### config.mk
export PLATFORM = sky130hd
export DESIGN_NAME = frame_array_tx_flat
export DESIGN_NICKNAME = d
export VERILOG_FILES = /design/src/rtl/frame_array_pkg.sv /design/src/rtl/frame_array_tx_if.sv /design/src/rtl/frame_array_tx_ckgen.sv /design/src/rtl/frame_array_tx.sv /design/src/flat_wrapper.sv
export SDC_FILE = /design/constraint.sdc
export NUM_CORES = 1
export LEC_CHECK = 0
export ABC_AREA = 1
export CORE_MARGIN = 2
export CORE_UTILIZATION = 40
export CTS_CLUSTER_DIAMETER = 30
export DETAILED_ROUTE_END_ITERATION = 16
export PLACE_DENSITY = 0.74
export SLEW_MARGIN = 5
export SYNTH_ARGS = -nofsm -noshare
export SYNTH_HDL_FRONTEND = slang
export SYNTH_HIERARCHICAL = 1
export SYNTH_SLANG_ARGS = --single-unit
export TNS_END_PERCENT = 100
### constraint.sdc
create_clock -name clk -period 4.5 [get_ports clk]
set_clock_uncertainty 0.15 [all_clocks]
set_input_delay 0.675 -clock clk [delete_from_list [all_inputs] [get_ports clk]]
set_output_delay 0.675 -clock clk [all_outputs]
set_load 0.01 [all_outputs]
### src/rtl/frame_array_pkg.sv
// Shared types for the frame-array link (transmitter and receiver).
// Word type, default frame bounds, state encoding and index-to-row/column mapping.
package frame_array_pkg;

  typedef logic [1:4][0:3] fa_word_t;

  localparam int FA_ROW_LO = 2;
  localparam int FA_ROW_HI = 4;
  localparam int FA_COL_LO = 0;
  localparam int FA_COL_HI = 1;

  typedef enum logic [1:0] {IDLE, SEND, TRAIL} fa_state_e;

  typedef struct packed {
    int row;
    int col;
  } fa_rc_t;

  // Row-major walk from the low corner: idx 0 is [row_lo][col_lo].
  function automatic fa_rc_t fa_index_to_rc(input int idx, input int row_lo,
                                            input int col_lo, input int col_hi);
    fa_rc_t rc;
    int     w;
    w      = col_hi - col_lo + 1;
    rc.row = row_lo + idx / w;
    rc.col = col_lo + idx % w;
    return rc;
  endfunction

endpackage

### src/rtl/frame_array_tx_if.sv
// Word-link handshake between frame transmitter and receiver.
interface frame_array_tx_if;
  import frame_array_pkg::*;

  fa_word_t tx_data;
  logic     tx_valid;
  logic     tx_ready;
  logic     tx_last;

  modport master (output tx_data, tx_valid, tx_last, input tx_ready);
  modport slave  (input tx_data, tx_valid, tx_last, output tx_ready);
endinterface

### src/rtl/frame_array_tx_ckgen.sv
// Running XOR of the data words of one frame; cleared when a frame is captured.
module frame_array_tx_ckgen
  import frame_array_pkg::*;
(
  input  logic     clk,
  input  logic     rst,
  input  logic     clr,
  input  logic     upd,
  input  fa_word_t din,
  output fa_word_t acc
);

  fa_word_t acc_q, acc_d;

  always_comb begin
    acc_d = acc_q;
    if (clr)      acc_d = '0;
    else if (upd) acc_d = acc_q ^ din;
  end

  always_ff @(posedge clk or posedge rst) begin
    if (rst) acc_q <= '0;
    else     acc_q <= acc_d;
  end

  assign acc = acc_q;

endmodule

### src/rtl/frame_array_tx.sv
// Frame-array transmitter: captures a 2-D frame on load and streams it row-major.
// Define FRAME_ARRAY_TX_CHECKSUM_EN to append an XOR trailer word carrying tx_last.
module frame_array_tx
  import frame_array_pkg::*;
#(
  parameter int ROW_LO = FA_ROW_LO,
  parameter int ROW_HI = FA_ROW_HI,
  parameter int COL_LO = FA_COL_LO,
  parameter int COL_HI = FA_COL_HI
) (
  input  logic                  clk,
  input  logic                  rst,
  input  logic                  load,
  input  fa_word_t              frame_in [ROW_LO:ROW_HI][COL_LO:COL_HI],
  frame_array_tx_if.master      tx,
  output bit [4:2]              status,
  output int                    sent_count
);

  localparam int N     = (ROW_HI - ROW_LO + 1) * (COL_HI - COL_LO + 1);
  localparam int IDX_W = (N > 1) ? $clog2(N) : 1;
  localparam int DEPTH = 1 << IDX_W;
  localparam logic [IDX_W-1:0] LAST_IDX = IDX_W'(N - 1);
`ifdef FRAME_ARRAY_TX_CHECKSUM_EN
  localparam bit CK_EN = 1'b1;
`else
  localparam bit CK_EN = 1'b0;
`endif

  // Flatten the 2-D input into transmit order so the datapath is a plain mux.
  fa_word_t frame_flat [DEPTH];
  for (genvar i = 0; i < DEPTH; i++) begin : g_flat
    if (i < N) begin : g_in
      localparam fa_rc_t RC = fa_index_to_rc(i, ROW_LO, COL_LO, COL_HI);
      assign frame_flat[i] = frame_in[RC.row][RC.col];
    end else begin : g_pad
      assign frame_flat[i] = '0;
    end
  end

  fa_state_e        state_q, state_d;
  fa_word_t         frame_q [DEPTH];
  fa_word_t         frame_d [DEPTH];
  logic [IDX_W-1:0] idx_q, idx_d;
  logic             valid_q, valid_d, last_q, last_d;
  logic             busy_q, busy_d, done_q, done_d, ovr_q, ovr_d;
  int               cnt_q, cnt_d;
  logic             hs, fin;
  fa_word_t         word;

  assign hs   = valid_q && tx.tx_ready;
  assign word = frame_q[idx_q];

`ifdef FRAME_ARRAY_TX_CHECKSUM_EN
  fa_word_t ck_acc;
  frame_array_tx_ckgen u_ckgen (
    .clk (clk),
    .rst (rst),
    .clr (state_q == IDLE && load),
    .upd (hs && state_q == SEND),
    .din (word),
    .acc (ck_acc)
  );
  assign tx.tx_data = !valid_q ? '0 : (state_q == TRAIL) ? ck_acc : word;
`else
  assign tx.tx_data = valid_q ? word : '0;
`endif

  always_comb begin
    state_d = state_q;
    frame_d = frame_q;
    idx_d   = idx_q;
    valid_d = valid_q;
    last_d  = last_q;
    busy_d  = busy_q;
    done_d  = 1'b0;
    ovr_d   = ovr_q;
    cnt_d   = cnt_q;
    fin     = 1'b0;
    case (state_q)
      IDLE: if (load) begin
        frame_d = frame_flat;
        state_d = SEND;
        idx_d   = '0;
        valid_d = 1'b1;
        busy_d  = 1'b1;
        last_d  = (N == 1) && !CK_EN;
      end
      SEND: begin
        if (load) ovr_d = 1'b1;
        if (hs) begin
          if (idx_q != LAST_IDX) begin
            idx_d  = idx_q + 1'b1;
            last_d = !CK_EN && (idx_q + 1'b1 == LAST_IDX);
          end else if (CK_EN) begin
            state_d = TRAIL;
            last_d  = 1'b1;
          end else begin
            fin = 1'b1;
          end
        end
      end
      TRAIL: begin
        if (load) ovr_d = 1'b1;
        if (hs)   fin   = 1'b1;
      end
      default: state_d = IDLE;
    endcase
    // A load coinciding with the final handshake was already flagged above and is dropped.
    if (fin) begin
      state_d = IDLE;
      valid_d = 1'b0;
      last_d  = 1'b0;
      busy_d  = 1'b0;
      done_d  = 1'b1;
      cnt_d   = (cnt_q == 32'h7FFF_FFFF) ? 0 : cnt_q + 1;
    end
  end

  always_ff @(posedge clk or posedge rst) begin
    if (rst) begin
      state_q <= IDLE;
      for (int i = 0; i < DEPTH; i++) frame_q[i] <= '0;
      idx_q   <= '0;
      valid_q <= 1'b0;
      last_q  <= 1'b0;
      busy_q  <= 1'b0;
      done_q  <= 1'b0;
      ovr_q   <= 1'b0;
      cnt_q   <= 0;
    end else begin
      state_q <= state_d;
      frame_q <= frame_d;
      idx_q   <= idx_d;
      valid_q <= valid_d;
      last_q  <= last_d;
      busy_q  <= busy_d;
      done_q  <= done_d;
      ovr_q   <= ovr_d;
      cnt_q   <= cnt_d;
    end
  end

  assign tx.tx_valid = valid_q;
  assign tx.tx_last  = last_q;
  assign status      = {busy_q, done_q, ovr_q};
  assign sent_count  = cnt_q;

endmodule

### src/flat_wrapper.sv
// flat-port wrapper written by rule: the top's interface ports become plain ports
module frame_array_tx_flat import frame_array_pkg::*;
#(
  parameter int ROW_LO = FA_ROW_LO,
  parameter int ROW_HI = FA_ROW_HI,
  parameter int COL_LO = FA_COL_LO,
  parameter int COL_HI = FA_COL_HI
)
  (clk, rst, load, frame_in, status, sent_count, tx_tx_data, tx_tx_valid, tx_tx_last, tx_tx_ready);
  frame_array_tx_if tx_i ();
  input  logic clk;
  input  logic rst;
  input  logic load;
  input  fa_word_t frame_in[ROW_LO:ROW_HI][COL_LO:COL_HI];
  output bit [4:2] status;
  output int sent_count;
  output wire logic [$bits(tx_i.tx_data)-1:0] tx_tx_data;
  output wire logic [$bits(tx_i.tx_valid)-1:0] tx_tx_valid;
  output wire logic [$bits(tx_i.tx_last)-1:0] tx_tx_last;
  input wire logic [$bits(tx_i.tx_ready)-1:0] tx_tx_ready;
  assign tx_tx_data = tx_i.tx_data;
  assign tx_tx_valid = tx_i.tx_valid;
  assign tx_tx_last = tx_i.tx_last;
  assign tx_i.tx_ready = tx_tx_ready;
  frame_array_tx #(.ROW_LO(ROW_LO), .ROW_HI(ROW_HI), .COL_LO(COL_LO), .COL_HI(COL_HI)) u_core (.clk(clk), .rst(rst), .load(load), .frame_in(frame_in), .tx(tx_i), .status(status), .sent_count(sent_count));
endmodule
; ---- After elaboration in Yosys (flattened, before gate mapping)
; Cells that the tools add are included.
[op_classes]
n_reduce_logical = 13
add_sub_neg = 2
bitwise = 1
n_lt_le_gt_ge = 1
n_mux = 25
eq_ne = 12
[op_table]
columns = cell, n
row1 = $bmux 16 s3, 1
row2 = $mux 16, 3
row3 = $add 32x2->32 const B, 1
row4 = $eq 32x31->1 const B, 1
row5 = $mux 32, 1
row6 = $mux 1, 11
row7 = $mux 3, 3
row8 = $reduce_and 2->1, 4
row9 = $reduce_and 4->1, 2
row10 = $ne 2x1->1 const B, 3
row11 = $ne 3x1->1 const B, 2
row12 = $pmux 3 s2, 1
row13 = $reduce_bool 2->1, 3
row14 = $ge 4x4->1 const B, 1
row15 = $mux 2, 2
row16 = $not 3->4, 1
row17 = $pmux 1 s2, 2
row18 = $pmux 2 s2, 1
row19 = $add 3x1->3 const B, 1
row20 = $eq 3x3->1 const B, 1
row21 = $ne 3x2->1 const B, 1
row22 = $ne 3x3->1 const B, 1
row23 = $reduce_bool 3->1, 1
row24 = $eq 2x1->1 const B, 1
row25 = 5 further kinds, 5
[totals]
out_inout_bits = 53
reg_bits = 137
word_cells = 85
in_bits = 100

; ---- Logic depth before layout (Yosys ltp)
[logic_depth]
ltp_word = 6
mapped_depth = 11
ltp_nobuf = 10

; ---- Least setup slack after synthesis
; Ideal clock, no wire load.
[synth_timing]
kind = reg-to-output
startpoint = register u_core.idx_q[0]
endpoint = output tx_tx_data[0]
arrival_ns = 1.265
path_stages_with_launch = 7
n_path_buf = 1
required_time_ns = 3.675
setup_slack_ns = 2.410
path_cell_list = dfrtp_1 -> inv_1 -> clkbuf_1 -> nor2_1 -> o21ai_0 -> nand2_1 -> a21oi_1
[synth_between]
elab_chain_len = 5
[synth_lines]
columns = item, line_no
row1 = "start, declared", frame_array_tx.sv:44  ; logic [IDX_W-1:0] idx_q, idx_d;
row2 = "start signal, assigned", frame_array_tx.sv:134  ; idx_q <= idx_d;
row3 = $not 3->4 (not written as such), frame_array_tx.sv:52  ; assign word = frame_q[idx_q];
row4 = $bmux 16 s3, frame_array_tx.sv:52
row5 = $mux 16 (not written as such) (2 in a row), frame_array_tx.sv:52
row6 = $mux 16, frame_array_tx.sv:66  ; assign tx.tx_data = valid_q ? word : '0;
row7 = "end, declared", flat_wrapper.sv:17  ; output wire logic [$bits(tx_i.tx_data)-1:0] tx_tx_data;
; No other way between the ends. The select of a mux whose other input is x is not followed.

; ---- Worst setup path after layout
[layout_timing]
startpoint = register u_core.idx_q[1]
endpoint = output tx_tx_data[11]
; Same word-level chain as after synthesis.

==> summary.md <==
| Metric | Value |
|---|---|
| Dominant cells by area after synthesis | dfrtp_1 50%, mux2_2 13%, nand2_1 5.4%, nor2_1 5.0%, a21oi_1 4.2% |
| Total Routing Usage GR | 0.201 |
| Setup_tns | 0 ns |
| Yosys top cell area share | 0.502 |
| Die width | 134 um |
| Total I/O pin count | 153 |
| Die area | 18,000 um^2 |
| Synth Cell Area | 6770 um^2 |
| Post-route ant nets | 0 |
| DPL Wire Length | 12.0 mm |
| # resized after CTS | 0 |
| Inserted Diodes | 0 |
| Seq/Total Area, Yosys | 0.502 |
| Congestion Overflow GR | 0 |
| Clock power share | 0.261 |
| Slew Viols, Final | 0 |
| Share of post-route cells with drive strength above 1 | 0.169 |
| RSZ-0062 raised after global routing | false |
| Post-synthesis sequential element count | 136 |
| Reg2Reg Depth | 9 |
| Max_slew headroom | 0.281 |
| Net Count, Synth | 824 |
| Largest area contributor in the netlist | dfrtp_1 |
| First-pass GRT wire length | 28.1 mm |
| Area Growth Syn to Fin | 32.9% |
| Final core occ | 0.543 |
| HP Start | u_core/ovr_q |
| Largest net degree at the start of global routing | 92 |
| Crit start category | register |
| H-tree levels | 4 |
| Status | complete, no violations |
| Worst slew pin tran | 1.08 ns |
| 1st-pass router iterations | 5 |
| Gpl congestion | 0.869 |
| Maximum vdd drop | 0.310 mV |
| Required @ worst endpoint | 3.67 ns |
| Clock Tree Root | clkbuf_16 |
| # port buffers | 152 |
| Via count | 5,475 |
| Core Footprint | 16,600 um^2 |
| DRC Markers | 0 |
| Reg2reg setup slack | 1.79 ns |
| CTS buffer count | 17 |
| Post-CTS setup repair buffer count | 0 |
| Hold_ws | 0.314 ns |
| Die Ht | 134 um |
| Clock Path Buffers | 2 |
| Worst-path clk slew | 0.06 ns |
| Number of max-cap violations | 0 |
| Reg-to-Reg Start | u_core/idx_q[1] |
| Final setup viols | 0 |
| Seq pwr share | 0.382 |
| Static Leak | 4.12 nW |
| Routed WL per cell | 15.9 um |
| Crit path DAT | 2.82 ns |
| Cells after Synth | 720 |
| P_sw | 1.75 mW |
| Wirelength, routed | 17.5 mm |
| CTS tree | yes |
| Syn_area_per_cell | 9.41 um^2 |
| CP startpoint | u_core/idx_q[1] |
| Switching share of total power | 0.348 |
| Clk Latency, worst-skew pair | 0.42 ns |
| Final layout net count | 966 |
| R2r endpoint | u_core/sent_count[31] |
| HP Class | register to register |
| Final Hold Vio Count | 0 |
| Final min period | 3.64 ns |
| FILL cells | 1,461 |
| Setup CP Type | register to output pin |
| Min-Delay Endpoint | u_core/ovr_q |
| Unique masters post-synth | 34 |
| Comb pwr share | 0.356 |
| Initial antenna violation count | 0 |
| Rows | 47 |
| Max Clk Rate | 275 MHz |
| Yosys warns | 6 |
| Clock Sinks | 136 |
| Critical Path Fanout Max | 31 |
| Hold buffer count at cts | 0 |
| Starting density of the core | 0.408 |
| Number of global-route vias before repair | 5,462 |
| Internal Power | 3.28 mW |
| Final Non-Filler Cells | 1,095 |
| PD cells | 559 nW/um^2 |
| Fin crit share | 0.809 |
| DR iter-0 viols | 356 |
| Critical Path End Type | output pin |
| Worst hold stages | 1 |
| Cell count after placement | 1,063 |
| Vias/cell | 5.00 |
## kinds of logic (layout without fill, tap and decap cells)
kind of cell,after synthesis,after routing,synth area share
buf+inv,95,250,0.0604
compound gates,140,140,0.111
flops,136,136,0.502
xor+xnor,11,11,0.0142
mux,76,76,0.126
fa+ha+maj,4,4,0.00739
simple gates,258,258,0.178
## sequential cells by signal (all words and copies together) (netlist names)
signal	count
u_core/busy_q	1
u_core/done_q	1
u_core/frame_q	96
u_core/idx_q	3
u_core/ovr_q	1
u_core/sent_count	32
u_core/state_q	1
u_core/tx.tx_last	1
## metal layers
metal	track usage	vias to the layer above	wire, um	part of all wire
met5	0	-	0	0
met4	0.0673	0	289	0.017
met3	0.0574	23	1190	0.068
met2	0.329	158	8250	0.47
met1	0.257	2624	7740	0.44
li1	-	2670	-	-
## stage by stage
step | instance area, um^2 | total power [mW] | setup WS (ns)
after floorplan | 6770 | 3.04 | 0.0355
after global placement | 8440 | 3.69 | 1.35
after detailed placement | 8440 | 3.75 | 1.30
after CTS | 9000 | 5.09 | 0.843
after global routing | 9000 | 5.36 | 0.694
final | 9000 | 5.03 | 0.860
## layout make-up
cell class	count	area (um^2)	area share
timing repair buffer	158	1570	0.174
clock buffer	17	425	0.0472
sequential	136	3400	0.378
clock inverter	15	135	0.0150
inverter	60	230	0.0256
tap	220	275	0.0306
multi-input combinational	489	2970	0.329
## synthesized netlist by cell type
master,n
dfrtp_1,136
nand2_1,98
nor2_1,91
mux2_2,76
a21oi_1,57
inv_1,56
o21ai_0,49
nand3_1,34
buf_2,15
clkbuf_1,11
o21ai_1,11
nor2_2,8
o211ai_1,8
o21a_1,8
buf_4,7
nand2_2,6
nor2_4,6
xnor2_1,6
xor2_1,5
ha_1,4
nand4_1,4
o22ai_1,4
and2_1,3
inv_2,3
nor2_8,3
nand3_2,2
nand3_4,2
a21o_1,1
a21oi_2,1
buf_1,1
buf_6,1
clkinv_1,1
nand2_4,1
o21bai_1,1
## worst max-delay path by stage
stage                          end  depth (start not counted)
floorplan            u_core/busy_q                          1
global placement    tx_tx_data[11]                          5
detailed placement  tx_tx_data[11]                          5
CTS                 tx_tx_data[11]                          5
global route        tx_tx_data[15]                          5
finish              tx_tx_data[11]                          5
## cell usage in the layout, fill, tap and decap left out, types with 11 or more instances in the layout
cell type / instances
clkbuf_16: 17
o21ai_0: 49
a21oi_1: 57
nand2_1: 98
o21ai_1: 11
dfrtp_1: 135
clkdlybuf4s50_1: 152
inv_1: 55
nand3_1: 34
mux2_2: 76
nor2_1: 91
## worst max-delay path: stages, from the launching register on
cell and delay (ns):
dfrtp_1 0.79, nor2_4 0.56, o21a_1 0.20, o21ai_0 0.07
a21oi_1 0.19, clkdlybuf4s50_1 0.58
## power groups by stage
stage / registers, mW / logic [mW] / clock network, mW
floorplan: 1.85 / 1.19 / 0
global placement: 1.92 / 1.77 / 0
detailed placement: 1.94 / 1.80 / 0
CTS: 1.93 / 1.81 / 1.35
global route: 1.98 / 1.99 / 1.39
finish: 1.93 / 1.79 / 1.32
Power figures use the tool's default switching activity.
==> variant 1: new RTL, same settings <==
`CK_EN`: 1'b0 -> 1'b1.
--- a/src/rtl/frame_array_tx.sv
+++ b/src/rtl/frame_array_tx.sv
@@ -26,3 +26,3 @@
 `else
-  localparam bit CK_EN = 1'b0;
+  localparam bit CK_EN = 1'b1;
 `endif
Check against the original RTL: not equivalent (a bounded check fails within 10 cycles, from zero or initial values and one cycle with rst high).
==> variant 1 against the unedited design <==
Synthesized area rose by 1.3%; wire length up 7.9%; die area increased by 1.3%; critical path depth grew 1; final cell count increased by 3.7%; worst setup slack got worse by 0.28 ns; register-to-register slack better by 0.20 ns; power increased by 5.7%; sequential share of layout area shrank 0.18 points; cell area increased by 1.2%; first-iteration DRC count up 15%; sequential cell count rose by 1.
==> variant 1: results (changes against the unedited design) <==
Finish
  – Sequential share of cell area: 0.376 (-0.00182)
  – Seq_cells: 137 (+0.74%)
  – Fraction of final layout cells sized beyond drive strength 1: 0.146 (-0.0227)
  – Layout clock area frac: 0.0632 (+0.000895)
  – Multi-input logic portion of the cell area: 0.326 (-0.00329)
  – Non-clock buffer share of cell area: 0.171 (-0.00292)
  – Non-CTS buffers: 157 (-0.63%)
  – Nonclk inv count: 79 (+32%)
  – Post-route cell area: 9110 sq um (+1.2%)
  – Fin nets: 1009 (+4.5%)
  – Multi-input gates: 510 (+4.3%)

Worst setup path
  – Critical path origin: u_core/idx_q[0]
  – Worst r2r src: u_core/state_q[0]
  – WP data arrival: 3.10 ns (+0.28 ns)
  – Slowest cell on crit path: clkinv_1
  – Worst-path fanout max: 30 (-3.2%)
  – Reg2Reg Setup Slack: 1.99 ns (+0.20 ns)
  – Critical path destination: tx_tx_data[0]
  – Max stage delay on crit path: 0.77 ns (-0.02 ns)

STA
  – Hold Slack: 0.314 ns (-0.000180 ns)
  – Final period utilization: 0.872 (+0.0630)

Route
  – Vias: 5692 (+4.0%)
  – Max layer used: met5
  – Drt total wl: 18.8 mm (+7.9%)
  – 1st-pass router iterations: 7 (+2)
  – DR WL met3: 1.72 mm (+45%)
  – DRT met1 WL: 7.83 mm (+1.2%)
  – Iteration-0 DRC Markers: 408 (+15%)

Place
  – DP HPWL: 13.5 mm (+12%)
  – Post-DP Area: 8540 sq um (+1.1%)
  – GPL Wtd Cong: 0.965 (+11%)

GRT
  – Total GRT Usage: 0.213 (+0.0119)
  – Global-route wire length before repair: 29.5 mm (+5.1%)
  – Vias in the first global route: 5642 (+3.3%)
  – Initial antenna violation count: 1 (+1)

Status
  – Outcome: completed

Synth
  – Mapped Avg Cell Area: 9.03 sq um (-4.0%)
  – Register area share after synthesis: 0.499 (-0.00304)
  – Post-synthesis adder-cell area fraction: 0.0128 (+0.00537)
  – Mux contribution to synthesized area: 0.118 (-0.00824)
  – Post-synthesis xor/xnor area fraction: 0.0128 (-0.00146)
  – Syn_nets: 867 (+5.2%)
  – Synth top cells by count: 137 x dfrtp_1, 124 x nand2_1, 98 x nor2_1, 75 x inv_1, 72 x mux2_2
  – Post-synthesis compound-gate area fraction: 0.112 (+0.00107)

Power
  – Clock group share of total power: 0.253 (-0.008)
-- variant 1: cell count changes in the layout (fill, tap and decap cells not counted), moves of 4 or more --
cell / delta
o21ai_0: +6
nor2_1: +7
xnor2_1: -4
mux2_2: -4
nand2_1: +25
inv_1: +19
nand3_1: -5
o21ai_1: -8
a21oi_1: +6
-- variant 1: worst register-to-register path, cell delays in order, from the launching register on --
cell and delay (ns):
dfrtp_1 0.38, inv_1 0.09, ha_1 0.27, nand2_4 0.65, buf_4 0.47, mux2_2 0.38
-- variant 1: power by group through the flow --
stage,clock network (mW),registers [mW],logic (mW)
2_1_floorplan,0,1.89,1.30
3_3_place_gp,0,2.04,1.89
3_5_place_dp,0,2.05,1.93
6_report,1.35,2.03,1.94
4_1_cts,1.38,2.03,1.94
5_1_grt,1.44,2.09,2.15
-- variant 1: layer usage --
layer / vias up / track usage
li1: 2769 / -
met1: 2684 / 0.259
met2: 218 / 0.355
met3: 19 / 0.0800
met4: 2 / 0.0613
met5: - / 0
==> variant 2: new RTL, same settings <==
Without the edit above. Re-encode `fa_state_e` (3 states) as one-hot, 3 bits wide.
--- a/src/rtl/frame_array_pkg.sv
+++ b/src/rtl/frame_array_pkg.sv
@@ -11,3 +11,3 @@
 
-  typedef enum logic [1:0] {IDLE, SEND, TRAIL} fa_state_e;
+  typedef enum logic [2:0] {IDLE = 3'b001, SEND = 3'b010, TRAIL = 3'b100} fa_state_e;
 
Check against the original RTL: same outputs for any inputs over 4 cycles, from zero or initial values and one cycle with rst high; so few cycles prove little.
==> variant 2 against the unedited design <==
Worst setup slack better by 0.0040 ns; critical path depth stayed put; wire length is 2.9% higher; cell area is 1.8% higher; sequential cell count is 1 higher; synthesized area is 1.5% higher; power is 2.7% higher; final cell count is 0.18% lower; synthesized cell count is 0.42% lower; critical path type unchanged.
==> variant 2: results (changes against the unedited design) <==
GRT
  – Total GRT Usage: 0.204 (+0.00334)
  – Vias in the first global route: 5474 (+0.22%)
  – Overflow after GRT: 0 (unchanged)
  – Global-route wire length before repair: 28.6 mm (+1.8%)
  – Largest net degree at the start of global routing: 95 (+3.3%)
  – Initial antenna violation count: 1 (+1)

Synth
  – Post-synth EDFFs: 0 (unchanged)
  – Post-synthesis cell type count: 39 (+15%)
  – Post-synthesis xor/xnor area fraction: 0.0140 (-0.000210)
  – Mux contribution to synthesized area: 0.134 (+0.00796)
  – Post-synthesis adder-cell area fraction: 0.0127 (+0.00535)
  – Synth top cells by count: 136 x dfrtp_1, 95 x nand2_1, 85 x nor2_1, 82 x mux2_2, 66 x o21ai_0
  – Synth area leaders: dfrtp_1 49%, mux2_2 13%, nand2_1 5.2%, o21ai_0 4.8%, nor2_1 4.6%
  – Synth warn: 6 (unchanged)
  – Syn_nets: 824 (unchanged)
  – Post-synthesis compound-gate area fraction: 0.115 (+0.00327)
  – Combinational family with the most area after synthesis: simple AND/OR/NAND/NOR gates
  – Register area share after synthesis: 0.499 (-0.00358)
  – Synth async-reset ratio: 1.00 (unchanged)

Finish
  – Fraction of final layout cells sized beyond drive strength 1: 0.173 (+0.00402)
  – Fillcell total: 1479 (+1.2%)
  – Number of flip-flops in the largest register: 96 (unchanged)
  – Fin nets: 966 (unchanged)
  – Reg with most FFs: u_core/frame_q

Worst setup path
  – WP data arrival: 2.81 ns (about the same)
  – R2r worst-path depth: 9 (unchanged)
  – Slowest cell on crit path: dfrtp_1
  – Reg2Reg Setup Slack: 1.87 ns (+0.08 ns)
  – Max stage delay on crit path: 0.75 ns (-0.04 ns)
  – Critical R2R Capture: u_core/sent_count[11]
  – Worst r2r src: u_core/idx_q[1]
  – Worst-path fanout max: 32 (+3.2%)

Worst hold path
  – Worst Hold Class: register to register
  – Hold Startpoint: u_core/ovr_q
  – WHS Endpoint: u_core/ovr_q

Clock network
  – CTS Root Buffer Type: clkbuf_16
  – Cts repair resizes: 0 (unchanged)
  – Postcts setup bufs: 0 (unchanged)
  – H-tree depth: 4 (unchanged)
  – Reg clk slew, reported paths: 0.06 ns (about the same)
  – Clk_lat worst skew: 0.42 ns (about the same)
  – CTS Buf Count: 17 (unchanged)

Place
  – GPL Wtd Cong: 0.906 (+4.2%)
  – Pre-CTS setup slack: 1.31 ns (+0.0141 ns)
  – Number of I/O port buffers: 152 (unchanged)
  – DP HPWL: 13.1 mm (+9.0%)

STA
  – Slew @ Worst Pin: 0.990 ns (-0.0877 ns)

Route
  – Vias: 5557 (+1.5%)
  – Drt total wl: 18.0 mm (+2.9%)
  – Iteration-0 DRC Markers: 329 (-7.6%)
  – 1st-pass router iterations: 4 (-1)

Run
  – Max_cap viols: 0 (unchanged)

Power
  – Peak supply drop: 0.000347 V (+12%)
  – Lkg Pwr: 4.15 nW (+0.73%)
  – Net switching power: 1.72 mW (-1.7%)

Status
  – Outcome: completed
variant 2: cell types whose count changed in the layout (fill, tap and decap cells not counted), moves of 4 or more:
cell      before  now
nor2_1        91   85
o21ai_1       11    2
nand2_1       98   94
inv_1         55   51
o21ai_0       49   66
mux2_2        76   82
o21a_1         8   15
o211ai_1       8    1
variant 2: layout make-up:
| type | count | area, sq um | area share |
|---|---|---|---|
| clock inverter | 15 | 193 | 0.0210 |
| sequential | 137 | 3430 | 0.374 |
| clock buffer | 17 | 425 | 0.0464 |
| tap | 220 | 275 | 0.0300 |
| multi-input combinational | 490 | 3060 | 0.334 |
| inverter | 55 | 211 | 0.0231 |
| antenna | 1 | 2.50 | 0.000273 |
| timing repair buffer | 158 | 1570 | 0.171 |
variant 2: routing by layer:
layer,up-vias,wire length [um],global-route usage
li1,2680,-,-
met1,2674,8240,0.285
met2,170,8260,0.313
met3,33,908,0.0405
met4,0,554,0.0839
met5,-,0,0
variant 2: how the worst max path moves through the flow:
stage                          startpoint             to  slack, ns  depth (start not counted)
after floorplan                       rst  u_core/busy_q      0.009                          1
after CTS                 u_core/idx_q[1]  tx_tx_data[3]       0.84                          5
final                     u_core/idx_q[1]  tx_tx_data[3]       0.86                          5
after global routing      u_core/idx_q[1]  tx_tx_data[3]       0.68                          5
after detailed placement  u_core/idx_q[1]  tx_tx_data[3]       1.31                          5
after global placement    u_core/idx_q[1]  tx_tx_data[3]       1.37                          5
variant 2: kinds of logic after synthesis:
family / Yosys count
compound gates: 147
buf+inv: 90
xor+xnor: 11
flops: 137
fa+ha+maj: 7
simple gates: 243
mux: 82
variant 2: stage by stage:
stage	instance area (sq um)	util	hold WS [ns]	std cells
after global routing	9160	0.549	0.328	1093
after detailed placement	8540	0.512	0.295	1060
final	9160	0.549	0.315	1093
after CTS	9160	0.549	0.313	1092
after floorplan	6880	-	0.279	717
after global placement	8540	0.512	0.288	1060
variant 2: power by group through the flow:
stage / registers, mW / logic [mW] / clock network [mW]
2_1_floorplan: 1.86 / 1.16 / 0
6_report: 1.97 / 1.75 / 1.45
3_3_place_gp: 1.97 / 1.71 / 0
3_5_place_dp: 1.98 / 1.75 / 0
5_1_grt: 2.02 / 1.91 / 1.54
4_1_cts: 1.97 / 1.76 / 1.48
